==> src/rtl/colorbar_gen.sv <==
// Test-pattern generator: turns the video timing stream into RGB pixels.
// Two-stage pipeline: stage 1 captures syncs/DE plus the pixel coordinates,
// stage 2 produces the pattern colour and the twice-delayed syncs.
module colorbar_gen #(
    parameter int          H_ACTIVE    = 1280,
    parameter int          V_ACTIVE    = 720,
    parameter logic        SYNC_POL    = 1'b1,
    parameter int          CHECK_SHIFT = 5,
    parameter int          GRAD_SHIFT  = 2,
    parameter logic [23:0] SOLID_COLOR = 24'hFF0000
) (
    input  logic        clk,
    input  logic        rst,
    input  logic        hsync_in,
    input  logic        vsync_in,
    input  logic        de_in,
    input  logic [1:0]  mode,
    output logic [23:0] rgb,
    output logic        hsync_out,
    output logic        vsync_out,
    output logic        de_out
);

    function automatic int imax(input int a, input int b);
        return (a > b) ? a : b;
    endfunction

    // Counter widths must also hold the bits the gradient and checkerboard pick out.
    localparam int BAR_W = H_ACTIVE / 8;
    localparam int X_W   = imax(imax($clog2(H_ACTIVE), GRAD_SHIFT + 8), CHECK_SHIFT + 1);
    localparam int Y_W   = imax($clog2(V_ACTIVE), CHECK_SHIFT + 1);
    localparam int S_W   = imax(1, $clog2(BAR_W));

    localparam logic [X_W-1:0] X_MAX = X_W'(H_ACTIVE - 1);
    localparam logic [Y_W-1:0] Y_MAX = Y_W'(V_ACTIVE - 1);
    localparam logic [S_W-1:0] S_MAX = S_W'(BAR_W - 1);

    // Running coordinate counters (value before increment is the current pixel).
    logic [X_W-1:0] r_x_cnt;
    logic [S_W-1:0] r_sub_cnt;
    logic [2:0]     r_bar_cnt;
    logic [Y_W-1:0] r_y_cnt;
    logic [1:0]     r_mode;

    // Stage 1: delayed timing plus only the coordinate pieces the patterns use.
    logic       r_de1;
    logic       r_hs1;
    logic       r_vs1;
    logic [2:0] r_bar1;
    logic [7:0] r_grey1;
    logic       r_xchk1;
    logic       r_ychk1;

    // Stage 2: output registers.
    logic [23:0] r_rgb2;
    logic        r_de2;
    logic        r_hs2;
    logic        r_vs2;

    logic        w_vs_edge;
    logic        w_de_fall;
    logic [23:0] w_pattern;

    // Stage-1 registers double as the previous-cycle history for edge detection.
    assign w_vs_edge = (vsync_in == SYNC_POL) && (r_vs1 != SYNC_POL);
    assign w_de_fall = r_de1 && !de_in;

    // Horizontal position and bar tracking without a divider: a sub-counter
    // walks each bar width and bumps the bar index when it wraps.
    always_ff @(posedge clk or posedge rst) begin
        if (rst) begin
            r_x_cnt   <= '0;
            r_sub_cnt <= '0;
            r_bar_cnt <= '0;
        end else if (de_in) begin
            if (r_x_cnt != X_MAX) begin
                r_x_cnt <= r_x_cnt + X_W'(1);
            end
            if (r_sub_cnt == S_MAX) begin
                r_sub_cnt <= '0;
                if (r_bar_cnt != 3'd7) begin
                    r_bar_cnt <= r_bar_cnt + 3'd1;
                end
            end else begin
                r_sub_cnt <= r_sub_cnt + S_W'(1);
            end
        end else begin
            r_x_cnt   <= '0;
            r_sub_cnt <= '0;
            r_bar_cnt <= '0;
        end
    end

    // Line counter and frame-start mode capture; a vsync edge beats a DE fall.
    always_ff @(posedge clk or posedge rst) begin
        if (rst) begin
            r_y_cnt <= '0;
            r_mode  <= 2'd0;
        end else if (w_vs_edge) begin
            r_y_cnt <= '0;
            r_mode  <= mode;
        end else if (w_de_fall && (r_y_cnt != Y_MAX)) begin
            r_y_cnt <= r_y_cnt + Y_W'(1);
        end
    end

    // Stage 1: capture timing and the coordinate bits of the current pixel.
    always_ff @(posedge clk or posedge rst) begin
        if (rst) begin
            r_de1   <= 1'b0;
            r_hs1   <= ~SYNC_POL;
            r_vs1   <= ~SYNC_POL;
            r_bar1  <= '0;
            r_grey1 <= '0;
            r_xchk1 <= 1'b0;
            r_ychk1 <= 1'b0;
        end else begin
            r_de1   <= de_in;
            r_hs1   <= hsync_in;
            r_vs1   <= vsync_in;
            r_bar1  <= r_bar_cnt;
            r_grey1 <= r_x_cnt[GRAD_SHIFT+7:GRAD_SHIFT];
            r_xchk1 <= r_x_cnt[CHECK_SHIFT];
            r_ychk1 <= r_y_cnt[CHECK_SHIFT];
        end
    end

    // Pattern colour for the pixel held in stage 1, selected by the frame's mode.
    always_comb begin
        w_pattern = 24'h000000;
        case (r_mode)
            2'd0: begin
                case (r_bar1)
                    3'd0: w_pattern = 24'hFFFFFF;
                    3'd1: w_pattern = 24'hFFFF00;
                    3'd2: w_pattern = 24'h00FFFF;
                    3'd3: w_pattern = 24'h00FF00;
                    3'd4: w_pattern = 24'hFF00FF;
                    3'd5: w_pattern = 24'hFF0000;
                    3'd6: w_pattern = 24'h0000FF;
                    3'd7: w_pattern = 24'h000000;
                    default: w_pattern = 24'h000000;
                endcase
            end
            2'd1: w_pattern = {r_grey1, r_grey1, r_grey1};
            2'd2: w_pattern = (r_xchk1 ^ r_ychk1) ? 24'hFFFFFF : 24'h000000;
            2'd3: w_pattern = SOLID_COLOR;
            default: w_pattern = 24'h000000;
        endcase
    end

    // Stage 2: register the colour (black outside active video) and final syncs.
    always_ff @(posedge clk or posedge rst) begin
        if (rst) begin
            r_rgb2 <= 24'h000000;
            r_de2  <= 1'b0;
            r_hs2  <= ~SYNC_POL;
            r_vs2  <= ~SYNC_POL;
        end else begin
            r_rgb2 <= r_de1 ? w_pattern : 24'h000000;
            r_de2  <= r_de1;
            r_hs2  <= r_hs1;
            r_vs2  <= r_vs1;
        end
    end

    assign rgb       = r_rgb2;
    assign de_out    = r_de2;
    assign hsync_out = r_hs2;
    assign vsync_out = r_vs2;

endmodule

==> config.mk <==
export PLATFORM = sky130hd
export DESIGN_NAME = colorbar_gen
export DESIGN_NICKNAME = d
export VERILOG_FILES = /design/src/rtl/colorbar_gen.sv
export SDC_FILE = /design/constraint.sdc
export NUM_CORES = 1
export LEC_CHECK = 0
export BUFFER_PORTS_ARGS = -buffer_cell sky130_fd_sc_hd__buf_2
export CORE_MARGIN = 2
export CORE_UTILIZATION = 40
export DETAILED_ROUTE_END_ITERATION = 8
export SLEW_MARGIN = 20
export SYNTH_ARGS = -nofsm -noshare
export SYNTH_HDL_FRONTEND = slang
export SYNTH_SLANG_ARGS = --single-unit
==> constraint.sdc <==
create_clock -name clk -period 2.25 [get_ports clk]
set_clock_uncertainty 0.05 [all_clocks]
set_input_delay 0.1125 -clock clk [delete_from_list [all_inputs] [get_ports clk]]
set_output_delay 0.1125 -clock clk [all_outputs]
set_load 0.1 [all_outputs]
# Word level (Yosys, flattened, before mapping)
# Memory sizes are Yosys's and may differ from the RTL's.
# Cells that the tools add are included.
# W data, S select, Z words.
word_totals:
  mem_bits_ro: 192
  elab_cells: 52
  ram_bits: 0
  reg_bits: 77
  inputBits: 7
  latchBits: 0
  memories: 1
classes:
  multipliers: 0
  n_reduce_logical: 7
  add_sub_neg: 4
  bitwise_logic: 2
  n_mux: 12
  div_mod_pow: 0
  magnitude_cmp: 0
  eq_ne: 10
  shifts: 0
memory_table:
  columns: ["name", "depth", "word_bits", "read_ports", "rd_clocked_by_memory_dff", "write_ports", "line", "text"]
  rows:
  - ["(no name shown)", 8, 24, 1, 0, 0, "133", "case (r_bar1)"]
op_table:
  columns: ["cell", "count"]
  rows:
  - ["$pmux W24 S4", 1]
  - ["$mux W24", 2]
  - ["$mux W11", 2]
  - ["$mux W10", 2]
  - ["$mux W8", 2]
  - ["$add A11 B1 Y11 const B", 1]
  - ["$ne A11 B11 Y1 const B", 1]
  - ["$add A10 B1 Y10 const B", 1]
  - ["$ne A10 B10 Y1 const B", 1]
  - ["$mux W3", 3]
  - ["$add A8 B1 Y8 const B", 1]
  - ["$eq A8 B8 Y1 const B", 1]
  - ["$ne A2 B1 Y1 const B", 3]
  - ["$eq A2 B2 Y1 const B", 2]
  - ["$add A3 B1 Y3 const B", 1]
  - ["$logic_and A1 B1 Y1", 3]
  - ["$ne A3 B3 Y1 const B", 1]
  - ["$eq A2 B1 Y1 const B", 1]
  - ["$logic_not A2 Y1", 1]
  - ["$reduce_and A2 Y1", 1]
  - ["$reduce_bool A2 Y1", 1]
  - ["$logic_not A1 Y1", 1]
  - ["$not A1 Y1", 1]
  - ["$xor A1 B1 Y1", 1]

# Logic depth before layout (Yosys ltp)
logic_depth:
  depth_word: 5
  ltp_mapped: 5

# Worst setup path after synthesis
# Ideal clock, no wire load.
synth_path:
  kind: "reg2reg"
  from: "reg r_x_cnt[0]"
  to: "reg r_x_cnt[1]"
  stages_incl_launch_ff: 6
  path_buffers: 0
  t_required_ns: 2.080
  synth_period_minus_slack_ns: 1.616
  path_slack_ns: 0.634
  t_arrival_ns: 1.446
  cell_sequence: "dfrtp_1 ha_1 nand3_1 nor4b_4 mux2i_1 nor2b_1"
synth_via:
  elab_chain_len: 3
  word_cells_on_any_way: 5
  classes_between: "1 x add/sub; 2 x eq/ne; 2 x mux"
synth_rtl:
  columns: ["element", "line", "text"]
  rows:
  - ["from (decl)", "39", "logic [X_W-1:0] r_x_cnt;"]
  - ["from (signal assigned)", "77", "r_x_cnt <= r_x_cnt + X_W'(1);"]
  - ["$add A11 B1 Y11", "77", null]
  - ["$mux W11", "76", "if (r_x_cnt != X_MAX) begin"]
  - ["$mux W11", "75", "end else if (de_in) begin"]
# Several ways; a longest one is shown, not always the timed one. The select of a mux whose other input is x is not followed.
# A chain may end at the register's enable or synchronous reset.

# Final worst setup path
# Same ends and word-level chain as after synthesis.

==> results.toml <==
[run_status]
status = "finished, final reports clean"

[synthesis]
synth-main-ff-cell = "dfrtp_1"
synthAdderAreaFrac_pct = 2.080
yosysSeqAreaShare_pct = 63.23
ys_warn_count = 0
syn_avg_cell_area_um2 = 11.66
synth.area.mux_share_pct = 1.373
ys_types = 37
synthSimpleGateAreaFrac_pct = 17.85
synthCells = 258
ys_async_sr_fraction_pct = 100.0
syn_area_mm2 = 0.003008
synth_seq_cells = 76
synth_top_family_by_area = "simple AND/OR/NAND/NOR gates"
synth_nets = 270
synth-compound-area-share_pct = 9.484
synth_xor_area_share_pct = 4.368
synth_edf_count = 0

[power_and_ir_drop]
power_density_mw_per_mm2 = 912.0
ir_drop_mv = 0.3456
power_leakage_uw = 0.001721

[clock_tree]
clockBufferDepth = 2
cts_setup_buffers = 0
htree_levels = 3
cts.sinks = 76
cts_resized = 0
cts_made_buffers = 9
clk_pin_slew_ns = 0.08
root_buffer = "clkbuf_8"
cts_tree = "yes"
clk_latency_ns = 0.34
ctsHoldBuffers = 5

[global_route]
grt_use_total_pct = 13.65
antenna_found_initial = 0
grt_pass1_wl_um = 8776
grt_max_degree = 77
grt_pass1_vias = 1946
grt_overflow_total = 0

[placement]
port_buffers = 33
place_ws_ns = 0.4519
gp_congestion = 0.7886
post-place-cells = 390
placed_area_mm2 = 0.003324
dp_hpwl_um = 3372

[floorplan]
rows = 31
die_area_mm2 = 0.008229
start_util_pct = 41.47
io_pins = 34
die-width_um = 90.72
core_region_area_mm2 = 0.007253
dieHeight_um = 90.72

[timing]
rsz0062_at_grt = "no"
period_share_pct = 79.42
tns_ns = 0
setup_viol = 0
fin_hold_ws_ns = 0.1240
tightest_slew_ns = 0.5143
setup_ws_ns = 0.4630
slew_headroom_pct = 65.57
fmax_mhz = 559.6
final-hold-violation-count = 0
period_needed_ns = 1.787
final_max_slew_viol_count = 0

[worst_setup_path]
critPathSlowestCell = "nor4b_4"
cp_data_required_time_ns = 2.44
startpoint_type = "register"
worstPathArrival_ns = 1.98
cp_max_fo = 9
criticalPathCategory = "reg2reg"
cp_cell_sequence = "ha_1, nand3_1, nor4b_4, mux2i_1, nor2b_1"
critPathMaxStageDelay_ns = 0.50
endpoint_kind = "register"

[detailed_routing]
drt-wirelength-per-cell_um = 12.35
via_count = 1998
dr.max_layer_used = "met4"
m1WireLength_um = 2346
vias_per_cell = 4.861
detail-route-antenna-nets = 0
met3_length_um = 229
routed_wl_um = 5074
met2_length_um = 2383
route.detailed.drc = 0
firstDrtPassIters = 7
drt-initial-drc-count = 95

[final_layout]
layout.nets = 319
drive_gt1_share_pct = 19.55
fin_cells = 411
final_cell_area_mm2 = 0.003610
n_antenna_cell = 0
area_growth_pct = 20.01
fillers = 644

[hold_path]
min_path_type = "in2reg"

[job]
maxCapViolations = 0
-- cells by family after synthesis --
group                    Yosys count
buffers and inverters             13
AO/OA/AOI/OAI                     43
multiplexers                       4
XOR/XNOR                          15
flip-flops                        76
AND/OR/NAND/NOR                  102
adder cells (fa/ha/maj)            5
-- worst paths after layout --
path                            slack, ns  cells past startpoint          to  startpoint
worst max-delay path                 0.46                      5  r_x_cnt[1]  r_x_cnt[0]
worst min-delay path                 0.12                      2       r_de1       de_in
min in group asynchronous            0.35                      4      rgb[2]         rst
max in group asynchronous            1.49                      4  r_grey1[5]         rst
worst max register to register       0.46                      5  r_x_cnt[1]  r_x_cnt[0]
worst min register to register       0.30                      0   hsync_out       r_hs1
-- flip-flops by register name, summed over array words and instances, names as in the netlist --
signal	cells
rgb	24
r_x_cnt	11
r_y_cnt	10
r_grey1	8
r_sub_cnt	8
r_bar1	3
r_bar_cnt	3
r_mode	2
de_out	1
hsync_out	1
r_de1	1
r_hs1	1
r_vs1	1
r_ychk1	1
vsync_out	1
-- routing by layer --
| metal | GRT usage, % | up-vias |
|---|---|---|
| li1 | - | 993 |
| met1 | 15.79 | 950 |
| met2 | 22.20 | 46 |
| met3 | 3.756 | 9 |
| met4 | 8.974 | 0 |
| met5 | 0 | - |
-- power breakdown --
group | leakage (uW) | total (uW) | switching [uW] | internal (uW)
sequential | 0.00101 | 1480 | 40.3 | 1440
clock | 0.000112 | 1190 | 500 | 687
combinational | 0.000595 | 623 | 518 | 105
total | 0.00172 | 3290 | 1060 | 2230
-- critical path: cells and delay by family, from the launching register on --
family | cells | cell delay, ns
and+or+nand+nor | 3 | 0.74
adders and majority gates | 1 | 0.24
DFF | 1 | 0.41
muxes | 1 | 0.25
-- cells in the final DEF, fill, tap and decap left out, drive strengths merged, types with 4 or more instances in the layout --
cell	count
xnor2	10
and3	4
nand3	14
clkbuf	11
inv	9
a21oi	13
nor4	4
nand2	20
ha	5
nor2	30
o21a	12
dlygate4sd3	5
buf	37
nor3	6
dfrtp	76
o21ai	6
and2	10
xor2	5
-- final cells by class --
class	instances	area, um^2	share of cell area (%)
Multi-Input combinational cell	169	1057	29.29
Timing Repair Buffer	42	257.7	7.140
Tap cell	99	123.9	3.432
Clock inverter	5	83.83	2.322
Sequential cell	76	1902	52.69
Inverter	9	33.78	0.9359
Clock buffer	11	151.4	4.194
-- metrics by stage --
step	util (%)	power, uW
final	49.77	3292
after global routing	49.77	3444
after CTS	49.77	3334
after detailed placement	45.83	2131
after global placement	45.83	2127
after floorplan	-	2021
-- cell usage after synthesis (all sizes together), types with 5 or more instances --
cell / count / area, um^2
nand3: 14 / 70.07
nor3: 6 / 30.03
o21ai: 6 / 30.03
o21a: 12 / 90.09
nor2: 30 / 112.6
and2: 10 / 62.56
xnor2: 10 / 87.58
ha: 5 / 62.56
inv: 9 / 33.78
dfrtp: 76 / 1902
nand2: 20 / 75.07
a21oi: 13 / 68.82
xor2: 5 / 43.79
(Power assumes the default switching activity.)
